`config.mk`:
```
export PLATFORM = sky130hd
export DESIGN_NAME = placement_registry
export DESIGN_NICKNAME = d
export VERILOG_FILES = /design/src/rtl/placement_registry.sv
export SDC_FILE = /design/constraint.sdc
export NUM_CORES = 1
export LEC_CHECK = 0
export CORE_MARGIN = 4
export CORE_UTILIZATION = 45
export DETAILED_ROUTE_END_ITERATION = 8
export PLACE_DENSITY_LB_ADDON = 0.2
export SYNTH_ARGS = -nofsm -noshare
export SYNTH_HDL_FRONTEND = slang
export SYNTH_SLANG_ARGS = --single-unit
```
`constraint.sdc`:
```
create_clock -name setup_clk -period 14.32 [get_ports setup_clk]
set_clock_uncertainty 0.05 [all_clocks]
set_input_delay 2.864 -clock setup_clk [delete_from_list [all_inputs] [get_ports setup_clk]]
set_output_delay 2.864 -clock setup_clk [all_outputs]
set_load 0.02 [all_outputs]
```
`src/rtl/placement_registry.sv`:
```
// placement_registry: nest/patch placement store with collision probe,
// per-patch sugar harvest and per-nest food deposit counters.
module placement_registry #(
   parameter int NEST_num       = 4,
   parameter int SUGARPATCH_num = 8,
   parameter int X_bits         = 8,
   parameter int Y_bits         = 7,
   parameter int COLLIDE_R      = 3,
   parameter int SUGAR_bits     = 8,
   parameter int SUGAR_init     = 200,
   parameter int FOOD_bits      = 12,
   localparam int NW = (NEST_num > 1) ? $clog2(NEST_num) : 1,
   localparam int PW = (SUGARPATCH_num > 1) ? $clog2(SUGARPATCH_num) : 1
) (
   input  logic                                  setup_clk,
   input  logic                                  RESET_SIM_n,
   input  logic                                  nest_wr,
   input  logic [NW-1:0]                         nest_id,
   input  logic [X_bits-1:0]                     nest_setup_x,
   input  logic [Y_bits-1:0]                     nest_setup_y,
   input  logic                                  patch_wr,
   input  logic [PW-1:0]                         patch_id,
   input  logic [X_bits-1:0]                     patch_setup_x,
   input  logic [Y_bits-1:0]                     patch_setup_y,
   input  logic [X_bits-1:0]                     collide_x,
   input  logic [Y_bits-1:0]                     collide_y,
   output logic                                  collision,
   output logic [NEST_num-1:0][X_bits-1:0]       nests_X,
   output logic [NEST_num-1:0][Y_bits-1:0]       nests_Y,
   input  logic                                  harvest_req,
   input  logic [PW-1:0]                         harvest_patch,
   output logic                                  harvest_ack,
   output logic                                  harvest_ok,
   input  logic                                  deposit_req,
   input  logic [NW-1:0]                         deposit_nest,
   output logic [SUGARPATCH_num-1:0]             patch_empty,
   output logic [NEST_num-1:0][FOOD_bits-1:0]    nest_food
);

   localparam logic [X_bits:0]     RX    = (X_bits+1)'(COLLIDE_R);
   localparam logic [Y_bits:0]     RY    = (Y_bits+1)'(COLLIDE_R);
   localparam logic [SUGAR_bits-1:0] S_INIT = SUGAR_bits'(SUGAR_init);
   localparam logic [FOOD_bits-1:0]  F_MAX  = '1;

   logic [NEST_num-1:0]                       r_nest_v;
   logic [NEST_num-1:0][X_bits-1:0]           r_nest_x;
   logic [NEST_num-1:0][Y_bits-1:0]           r_nest_y;
   logic [NEST_num-1:0][FOOD_bits-1:0]        r_food;
   logic [SUGARPATCH_num-1:0]                 r_patch_v;
   logic [SUGARPATCH_num-1:0][X_bits-1:0]     r_patch_x;
   logic [SUGARPATCH_num-1:0][Y_bits-1:0]     r_patch_y;
   logic [SUGARPATCH_num-1:0][SUGAR_bits-1:0] r_sugar;
   logic                                      r_hack;
   logic                                      r_hok;

   logic                                      w_coll;
   logic                                      w_hok;
   logic [SUGARPATCH_num-1:0]                 w_empty;

   // Chebyshev-distance test of the candidate against every valid entry.
   always_comb begin
      logic [X_bits:0] dx;
      logic [Y_bits:0] dy;
      w_coll = 1'b0;
      dx     = '0;
      dy     = '0;
      for (int i = 0; i < NEST_num; i++) begin
         dx = (collide_x >= r_nest_x[i]) ?
              {1'b0, collide_x} - {1'b0, r_nest_x[i]} :
              {1'b0, r_nest_x[i]} - {1'b0, collide_x};
         dy = (collide_y >= r_nest_y[i]) ?
              {1'b0, collide_y} - {1'b0, r_nest_y[i]} :
              {1'b0, r_nest_y[i]} - {1'b0, collide_y};
         if (r_nest_v[i] && dx <= RX && dy <= RY) w_coll = 1'b1;
      end
      for (int i = 0; i < SUGARPATCH_num; i++) begin
         dx = (collide_x >= r_patch_x[i]) ?
              {1'b0, collide_x} - {1'b0, r_patch_x[i]} :
              {1'b0, r_patch_x[i]} - {1'b0, collide_x};
         dy = (collide_y >= r_patch_y[i]) ?
              {1'b0, collide_y} - {1'b0, r_patch_y[i]} :
              {1'b0, r_patch_y[i]} - {1'b0, collide_y};
         if (r_patch_v[i] && dx <= RX && dy <= RY) w_coll = 1'b1;
      end
   end

   // Harvest succeeds only on a valid, non-empty patch not being rewritten.
   always_comb begin
      w_hok   = 1'b0;
      w_empty = '0;
      for (int i = 0; i < SUGARPATCH_num; i++) begin
         w_empty[i] = r_patch_v[i] && (r_sugar[i] == '0);
         if (harvest_req && harvest_patch == PW'(i) &&
             r_patch_v[i] && r_sugar[i] != '0 &&
             !(patch_wr && patch_id == PW'(i)))
            w_hok = 1'b1;
      end
   end

   // Placement writes win over same-slot harvest/deposit updates.
   always_ff @(posedge setup_clk) begin
      if (!RESET_SIM_n) begin
         r_nest_v  <= '0;
         r_nest_x  <= '0;
         r_nest_y  <= '0;
         r_food    <= '0;
         r_patch_v <= '0;
         r_patch_x <= '0;
         r_patch_y <= '0;
         r_sugar   <= '0;
         r_hack    <= 1'b0;
         r_hok     <= 1'b0;
      end else begin
         for (int i = 0; i < NEST_num; i++) begin
            if (nest_wr && nest_id == NW'(i)) begin
               r_nest_v[i] <= 1'b1;
               r_nest_x[i] <= nest_setup_x;
               r_nest_y[i] <= nest_setup_y;
               r_food[i]   <= '0;
            end else if (deposit_req && deposit_nest == NW'(i) &&
                         r_nest_v[i] && r_food[i] != F_MAX) begin
               r_food[i] <= r_food[i] + 1'b1;
            end
         end
         for (int i = 0; i < SUGARPATCH_num; i++) begin
            if (patch_wr && patch_id == PW'(i)) begin
               r_patch_v[i] <= 1'b1;
               r_patch_x[i] <= patch_setup_x;
               r_patch_y[i] <= patch_setup_y;
               r_sugar[i]   <= S_INIT;
            end else if (harvest_req && harvest_patch == PW'(i) &&
                         r_patch_v[i] && r_sugar[i] != '0) begin
               r_sugar[i] <= r_sugar[i] - 1'b1;
            end
         end
         r_hack <= harvest_req;
         r_hok  <= w_hok;
      end
   end

   assign collision   = w_coll;
   assign nests_X     = r_nest_x;
   assign nests_Y     = r_nest_y;
   assign nest_food   = r_food;
   assign patch_empty = w_empty;
   assign harvest_ack = r_hack;
   assign harvest_ok  = r_hok;

endmodule

```
; ---- After elaboration in Yosys (flattened, before gate mapping)
; Cells that the tools add are included.
[word_totals]
regBits = 306
latchBits = 0
ram_bits = 0
mem_bits_ro = 0
inputBits = 61
out_inout_bits = 119
elab_cells = 387
mem_count = 0
[classes]
add_sub_neg = 60
multipliers = 0
div_mod_pow = 0
order_cmp = 48
n_eq_ne = 24
shifts = 0
mux = 60
bitwise_logic = 1
reduce_logical = 136
[ops]
columns = cell, n
row1 = $mux 8, 28
row2 = $sub 8x8->9, 24
row3 = $sub 7x7->8, 24
row4 = $le 9x2->1 const B, 12
row5 = $mux 9, 12
row6 = $ge 8x8->1, 12
row7 = $le 8x2->1 const B, 12
row8 = $logic_and 1x1->1, 88
row9 = $ge 7x7->1, 12
row10 = $logic_not 8->1, 8
row11 = $reduce_bool 8->1, 8
row12 = $sub 8x1->8 const B, 8
row13 = $add 12x1->12 const B, 4
row14 = $ne 12x12->1 const B, 4
row15 = $eq 3x3->1 const B, 8
row16 = $reduce_or 2->1, 12
row17 = $mux 1, 20
row18 = $reduce_bool 2->1, 8
row19 = $eq 3x2->1 const B, 4
row20 = $eq 2x2->1 const B, 4
row21 = $logic_not 1->1, 8
row22 = $eq 3x1->1 const B, 2
row23 = $logic_not 3->1, 2
row24 = $eq 2x1->1 const B, 2
row25 = other kinds (2), 3

; ---- Logic depth before layout (Yosys ltp)
; Gate-level depths: netlist of the first run.
[depth]
ltp_word = 17
ltp_mapped = 15
depth_no_buf = 14

; ---- Least setup slack after synthesis of the first run
; No wires, ideal clock.
[synth_path]
kind = input to output
from = input collide_y[1]
to = output collision
t_arrival_ps = 6179
t_required_ps = 11406
path_slack_ps = 5227
stages = 12
n_path_buf = 0
cell_sequence = inv_1 -> ha_1 -> and4_1 -> a2111oi_4 -> o21bai_2 -> and3b_1 -> or4_1 -> nor4_2 -> nand4_1 -> nor4_2 -> a2111oi_1 -> nand3_1
[synth_between]
elab_chain_cells = 16
[synth_rtl]
columns = element, line
row1 = from (decl), 26  ; input logic [Y_bits-1:0] collide_y,
row2 = $sub 7x7->8 (tied with other cells), 73  ; {1'b0, r_nest_y[i]} - {1'b0, collide_y};
row3 = $mux 8, 71  ; dy = (collide_y >= r_nest_y[i]) ?
row4 = $le 8x2->1, 74  ; if (r_nest_v[i] && dx <= RX && dy <= RY) w_coll = 1'b1;
row5 = $logic_and 1x1->1, 74
row6 = $mux 1 (4 in a row), 74
row7 = $mux 1 (7 in a row), 83  ; if (r_patch_v[i] && dx <= RX && dy <= RY) w_coll = 1'b1;
row8 = $mux 1 (*), 83
row9 = to (decl), 27  ; output logic collision,
; Mark *: on every way between the ends. The rest lies on a longest branch, timed or not.

; ---- Final worst setup path of the first run
[layout_path]
from = input collide_x[6]
to = output collision
[layout_between]
elab_chain_cells = 17
[layout_rtl]
columns = element, line
row1 = from (decl), 25  ; input logic [X_bits-1:0] collide_x,
row2 = $sub 8x8->9 (tied with other cells), 70  ; {1'b0, r_nest_x[i]} - {1'b0, collide_x};
row3 = $mux 9, 68  ; dx = (collide_x >= r_nest_x[i]) ?
row4 = $le 9x2->1, 74
row5 = $logic_and 1x1->1 (2 in a row), 74
row6 = $mux 1 (4 in a row), 74
row7 = $mux 1 (7 in a row), 83
row8 = $mux 1 (*), 83
; Marks and branches as above.

==> run_results.csv, run 1 <==
group,metric,value,unit
pwr,p_leak,12.8,nW
yosys,synthFlopType,"dfxtp_1",
setup_path,critPathMaxFanout,13,
yosys,ys_seq_area_share,21.4,%
setup_path,start_kind,"input pin",
routing,drt-initial-drc-count,2232,
layout,drive_above_1_share,4.10,%
pwr,power_density,78.2,mW/mm²
pwr,finalPower,2.53,mW
routing,postRouteAntennaNets,0,
setup_path,critPathBufInv,3,
setup_path,cp-end-kind,"output port",
timing,setup_violations,0,
place,place.gp.congestion,0.956,
yosys,syn-cell-area,0.0287,mm²
timing,fmaxAchievable,0.0853,GHz
worst_hold_path,hold_class,"register to register",
routing,dr.pass1.iters,6,
yosys,async_flop_share,0,%
floorplanning,die_height,261,µm
setup_path,path_cells,"clkdlybuf4s50_1 > inv_1 > ha_1 > a21oi_1 > o21ai_1 > a221oi_2 > mux2_2 > o21ai_1 > o2111ai_1 > nor4_1 > a41oi_1 > and4_1 > nand3_1 > clkdlybuf4s50_1",
worst_hold_path,min_path_cells,2,
floorplanning,core,0.0631,mm²
timing,hold_viol_final,0,
clock_tree,cts_tree,"yes",
setup_path,r2r-end,"harvest_ok",
layout,nets,4288,
floorplanning,row_count,92,
clock_tree,cts.repair_timing.setup_buffer_count,0,
setup_path,critical_path_arrival,8.81,ns
grt,grt_max_degree,89,
setup_path,rrSetupSlack,12.01,ns
grt,grt_usage,26.3,%
timing,fin_crit_sh,81.9,%
setup_path,cpPeakStageDelay,1.07,ns
setup_path,rr_worst_depth,6,
timing,finalSetupTns,0,ns
grt,grt_pass1_vias,24800,
timing,tightest_slew,1.04,ns
yosys,postSynthCellCount,3720,
run_status,status,"finished, final reports clean",
setup_path,cp_slowest_cell,"clkdlybuf4s50_1",
yosys,yosysWarnings,0,
timing,rsz0062_at_grt,"false",
place,dpl_cell_area,0.0311,mm²
floorplanning,die_area,0.0679,mm²
timing,slew_viol_final,0,
timing,period_minus_slack,11.72,ns
grt,antenna_found_initial,1,
grt,grt_overflow,0,
clock_tree,clockBufferDepth,3,
setup_path,required,11.41,ns
setup_path,worstSetupPathType,"input pin to output port",
clock_tree,cts.sinks,306,
setup_path,crit-reg2reg-launch,"r_sugar[59]",
yosys,ys_ff_latch,306,
place,placed_cells,4606,
clock_tree,cts_repair_resize_count,0,
layout,final_area,0.0324,mm²
yosys,syn_area_per_cell,7.71,µm²
place,portBuffers,179,
routing,drc_errors,0,
place,dp_hpwl,68100,µm
pwr,vdd_drop_max,0.000117,V
clock_tree,root_buffer,"clkbuf_16",
clock_tree,clk_pin_slew,0.06,ns
setup_path,path_delay_family,"buffers and inverters",
yosys,synth_enable_flop_cells,0,
flow_run,drv_cap,0,
routing,vias,26700,
floorplanning,initial_core_util,45.5,%
clock_tree,postCtsHoldBufs,0,
layout,fin_cells,4673,
timing,max_slew_margin,30.4,%
clock_tree,numCtsBuffers,38,
routing,routedWlPerCell,19.8,µm
worst_hold_path,min_to,"r_patch_y[55]",
clock_tree,clkLatencyLatePin,0.56,ns
floorplanning,ioPinCount,180,
clock_tree,cts-htree-levels,2,
grt,grt_pass1_wl,142000,µm
layout,num-fill-cells,6261,
floorplanning,die_x,261,µm
yosys,ys_types,93,
routing,drt_wl_total,92600,µm
layout,area_growth,12.9,%
yosys,synth_nets,4208,
worst_hold_path,holdCritStartpoint,"r_patch_y[55]",
routing,via_per_inst,5.70,
==> cells by family (layout without fill, tap and decap cells) <==
| group | after synthesis | in the layout | share of synthesized area, % |
|---|---|---|---|
| adders and majority gates | 427 | 427 | 19.9 |
| other | 0 | 1 | 0 |
| DFF | 306 | 306 | 21.4 |
| and+or+nand+nor | 1187 | 1187 | 19.2 |
| buffers and inverters | 503 | 609 | 6.71 |
| AOI/OAI and AO/OA | 1057 | 1057 | 25.1 |
| muxes | 75 | 75 | 2.69 |
| xor gates and xnor gates | 165 | 165 | 5.04 |
==> cells in the mapped netlist (all sizes together), types with 10 or more instances <==
library cell	n	area share (%)
clkbuf	152	2.0
nor4	34	0.78
and3	19	0.41
a31oi	33	0.74
fa	48	3.3
or3	26	0.57
inv	332	4.3
nand3b	17	0.44
a21oi	238	4.2
o21ai	157	2.8
o21bai	23	0.63
nor2b	43	0.94
nand2	561	7.3
nor3b	10	0.26
xor2	78	2.4
and2	17	0.37
a31o	12	0.37
a21o	97	2.5
o31ai	16	0.42
mux2	14	0.56
nand4	76	1.7
nor2	208	2.7
xnor2	87	2.7
o211ai	25	0.65
ha	379	17
nand3	63	1.1
mux2i	61	2.1
o2111ai	10	0.31
buf	19	0.34
o31a	10	0.31
o22ai	16	0.35
or4	10	0.26
dfxtp	306	21
nand2b	21	0.46
a221oi	12	0.39
a211oi	45	1.2
nor3	38	0.66
o21a	26	0.68
or2	12	0.26
and4	12	0.37
a211o	16	0.49
a21boi	218	5.7
==> state kept, by name (all words and copies together) (netlist names) <==
| register | count |
|---|---|
| r_patch_x | 64 |
| harvest_ok | 1 |
| r_patch_v | 8 |
| harvest_ack | 1 |
| nests_Y | 28 |
| r_nest_v | 4 |
| r_patch_y | 56 |
| r_sugar | 64 |
| nests_X | 32 |
| nest_food | 48 |
==> worst reg2reg max path, stage by stage, from the launching register on <==
cell,delay [ns]
dfxtp_1,0.35
or4_1,0.53
nor4b_1,0.40
nor2_1,0.20
a22oi_1,0.24
nand2_1,0.11
o31a_1,0.29
==> metal layers <==
metal	vias to the layer above	global-route usage, %	routed length, µm
met5	-	0	0
li1	13100	-	-
met4	0	7.66	2830
met1	12600	38.0	44000
met3	156	3.71	5800
met2	797	40.6	39900
==> stage by stage <==
| stage | worst slack [ns] | utilization [%] | hold WS [ns] |
|---|---|---|---|
| 2_1_floorplan | 5.23 | - | 0.399 |
| 3_3_place_gp | 2.76 | 49.3 | 0.423 |
| 3_5_place_dp | 2.61 | 49.3 | 0.429 |
| 4_1_cts | 2.61 | 51.3 | 0.438 |
| 5_1_grt | 2.41 | 51.3 | 0.459 |
| 6_report | 2.60 | 51.3 | 0.436 |
==> layout by cell type (no fill, tap or decap), types with 17 or more instances in the layout <==
cell             synthesis  layout
a211oi_1                45      45
o21a_1                  26      26
nand3_1                 63      63
nand2b_1                21      21
nand4_1                 76      76
fa_1                    48      48
nor4_1                  32      32
a31oi_1                 32      32
a21oi_1                237     237
inv_1                  331     331
and2_1                  17      17
nand2_1                560     560
a21boi_0               217     217
clkbuf_16                0      38
xor2_1                  78      78
nor2b_1                 43      43
a21o_1                  97      97
o211ai_1                25      25
or3_1                   26      26
dfxtp_1                306     306
nor3_1                  38      36
nor2_1                 208     205
clkdlybuf4s50_1          0     176
nand3b_1                17      17
xnor2_1                 87      87
mux2i_1                 61      61
ha_1                   379     379
buf_4                    1      32
o21ai_0                142     142
o21bai_1                21      21
and3_1                  19      19
==> layout make-up <==
| class | count | area, µm² | share of cell area (%) |
|---|---|---|---|
| multi-input cells | 2911 | 20700 | 63.8 |
| flip-flops and latches | 306 | 6130 | 18.9 |
| repair buffers | 211 | 2020 | 6.25 |
| inverters | 332 | 1250 | 3.85 |
| well taps | 846 | 1060 | 3.27 |
| clock buffers | 49 | 1050 | 3.25 |
| clock inverters | 17 | 203 | 0.626 |
| diodes | 1 | 2.50 | 0.00773 |
==> worst max-delay path by stage <==
stage | cells past startpoint | from | slack [ns] | endpoint
finish | 14 | collide_x[6] | 2.60 | collision
CTS | 14 | collide_x[6] | 2.61 | collision
global route | 14 | collide_x[6] | 2.41 | collision
global placement | 14 | collide_x[6] | 2.76 | collision
floorplan | 12 | collide_y[1] | 5.23 | collision
detailed placement | 14 | collide_x[6] | 2.61 | collision
==> where the power goes <==
part	leakage [nW]	switching, mW	internal, mW	total [mW]
clock network	0.618	0.412	0.578	0.990
registers	2.48	0.0213	0.868	0.890
logic	9.74	0.403	0.248	0.651
total	12.8	0.836	1.69	2.53
Power figures use the tool's default switching activity.
==> run 2: changes to the inputs <==
==> constraint.sdc (replaced) <==
create_clock -name setup_clk -period 9.6 [get_ports setup_clk]
set_clock_uncertainty 0.05 [all_clocks]
set_input_delay 1.92 -clock setup_clk [delete_from_list [all_inputs] [get_ports setup_clk]]
set_output_delay 1.92 -clock setup_clk [all_outputs]
set_load 0.02 [all_outputs]
==> run 2 against run 1 <==
  * Routed wire length is 0.13% higher
  * Non-clock buffer count is 16 higher
  * Via count hardly changed
  * First-iteration DRC count is 12% lower
  * Count of clock-buffer cells in the layout is 2 higher
  * Sequential cell count stayed put
==> run_results.csv, run 2 (synthesis results as in run 1) <==
group,metric,value,unit
layout,top_regs,"r_patch_x x64, r_sugar x64, r_patch_y x56",
timing,period_minus_slack,9.12,ns
setup_path,rr_worst_depth,8,
timing,setup_ws,0.476,ns
place,place.gp.congestion,0.992,
layout,fin_cells,4691,
layout,area_growth,13.6,%
grt,grt_max_degree,86,
clock_tree,root_buffer,"clkbuf_16",
routing,postRouteAntennaNets,0,
pwr,p_leak,12.9,nW
setup_path,critPathMaxFanout,12,
grt,grt_overflow,0,
place,portBuffers,179,
timing,rsz0062_at_grt,"false",
routing,drt_wl_total,92700,µm
setup_path,crit-reg2reg-launch,"nest_food[27]",
setup_path,r2r-end,"nest_food[33]",
pwr,finalPower,3.80,mW
clock_tree,cts.repair_timing.setup_buffer_count,0,
timing,setup_violations,0,
floorplanning,die_area,0.0679,mm²
routing,routedWlPerCell,19.8,µm
pwr,power_density,117,mW/mm²
floorplanning,row_count,92,
flow_run,drv_cap,0,
run_status,status,"finished, final reports clean",
clock_tree,cts_repair_resize_count,0,
layout,drive_above_1_share,4.61,%
routing,vias,26600,
worst_hold_path,hold_class,"register to register",
clock_tree,numCtsBuffers,38,
grt,grt_pass1_vias,24800,
setup_path,cp-endpoint,"collision",
grt,grt_pass1_wl,143000,µm
layout,final_cell_mix,"nand2_1, ha_1, inv_1",
timing,fmaxAchievable,0.110,GHz
layout,nets,4304,
timing,tightest_slew,1.22,ns
floorplanning,initial_core_util,45.5,%
setup_path,critical_path_arrival,7.15,ns
routing,drt-initial-drc-count,1975,
setup_path,cp-startpoint,"collide_x[3]",
routing,via_per_inst,5.68,
place,dpl_cell_area,0.0313,mm²
floorplanning,core,0.0631,mm²
clock_tree,cts.sinks,306,
floorplanning,die_height,261,µm
place,dp_hpwl,68600,µm
clock_tree,clockBufferDepth,3,
setup_path,required,7.63,ns
routing,drc_errors,0,
place,placed_cells,4622,
place,dp_slack,0.499,ns
floorplanning,ioPinCount,180,
pwr,vdd_drop_max,0.000141,V
setup_path,start_kind,"input pin",
timing,fin_crit_sh,95.0,%
floorplanning,die_x,261,µm
setup_path,worstSetupPathType,"input pin to output port",
layout,final_common_cell,"nand2_1",
timing,max_slew_margin,18.0,%
timing,slew_viol_final,0,
layout,final_util,51.7,%
grt,grt_usage,26.5,%
setup_path,cp-end-kind,"output port",
setup_path,rrSetupSlack,7.27,ns
clock_tree,clkLatencyLatePin,0.58,ns
clock_tree,postCtsHoldBufs,0,
clock_tree,cts-htree-levels,2,
clock_tree,clk_pin_slew,0.06,ns
clock_tree,cts_tree,"yes",
grt,antenna_found_initial,3,
timing,whs,0.434,ns
layout,final_area,0.0326,mm²
routing,dr.pass1.iters,5,
timing,hold_viol_final,0,
timing,finalSetupTns,0,ns
-- run 2: cell count changes in the layout (fill, tap and decap cells not counted), moves of 2 or more --
cell and change:
buf_4 +13, buf_12 +3, clkbuf_1 -2, clkbuf_8 +4
clkinv_2 -2, clkinv_4 +2
-- run 2: critical path: stages --
cell,delay (ns)
clkdlybuf4s50_1,0.43
inv_1,0.69
ha_1,0.46
o21a_1,0.19
o31ai_1,0.10
a21oi_1,0.32
a21o_1,0.40
mux2_1,0.38
a211oi_1,0.21
o21ai_0,0.12
a2111oi_0,0.70
a311oi_1,0.23
nand3_1,0.33
clkdlybuf4s50_1,0.67
-- run 2: how the worst min path moves through the flow --
stage / startpoint / depth (start not counted) / to
final: r_patch_y[51] / 2 / r_patch_y[51]
after global routing: r_patch_x[7] / 2 / r_patch_x[7]
after CTS: r_patch_x[53] / 2 / r_patch_x[53]
after detailed placement: r_patch_x[53] / 2 / r_patch_x[53]
after global placement: r_patch_x[6] / 2 / r_patch_x[6]
after floorplan: r_nest_v[1] / 1 / r_nest_v[1]
-- run 2: power by group --
part           leakage (nW)  internal [mW]  total, mW  switching [mW]
Combinational          9.83          0.376      0.979           0.603
Clock                 0.630          0.869       1.50           0.627
Sequential             2.48           1.30       1.33          0.0304
-- run 2: final cells by class --
type                            count  area (µm²)
Clock inverter                     16         193
Clock buffer                       51        1100
Fill cell                        6247       30500
Inverter                          332        1250
Timing Repair Buffer              227        2180
Sequential cell                   306        6130
Antenna cell                        2        5.00
Multi-Input combinational cell   2911       20700
Tap cell                          846        1060
-- run 2: routing by layer --
layer / routed length [µm] / GRT usage, % / up-vias
met3: 6840 / 4.88 / 165
met5: 11 / 0 / -
met2: 40600 / 41.5 / 845
met4: 3240 / 8.50 / 2
met1: 42000 / 36.9 / 12500
li1: - / - / 13200
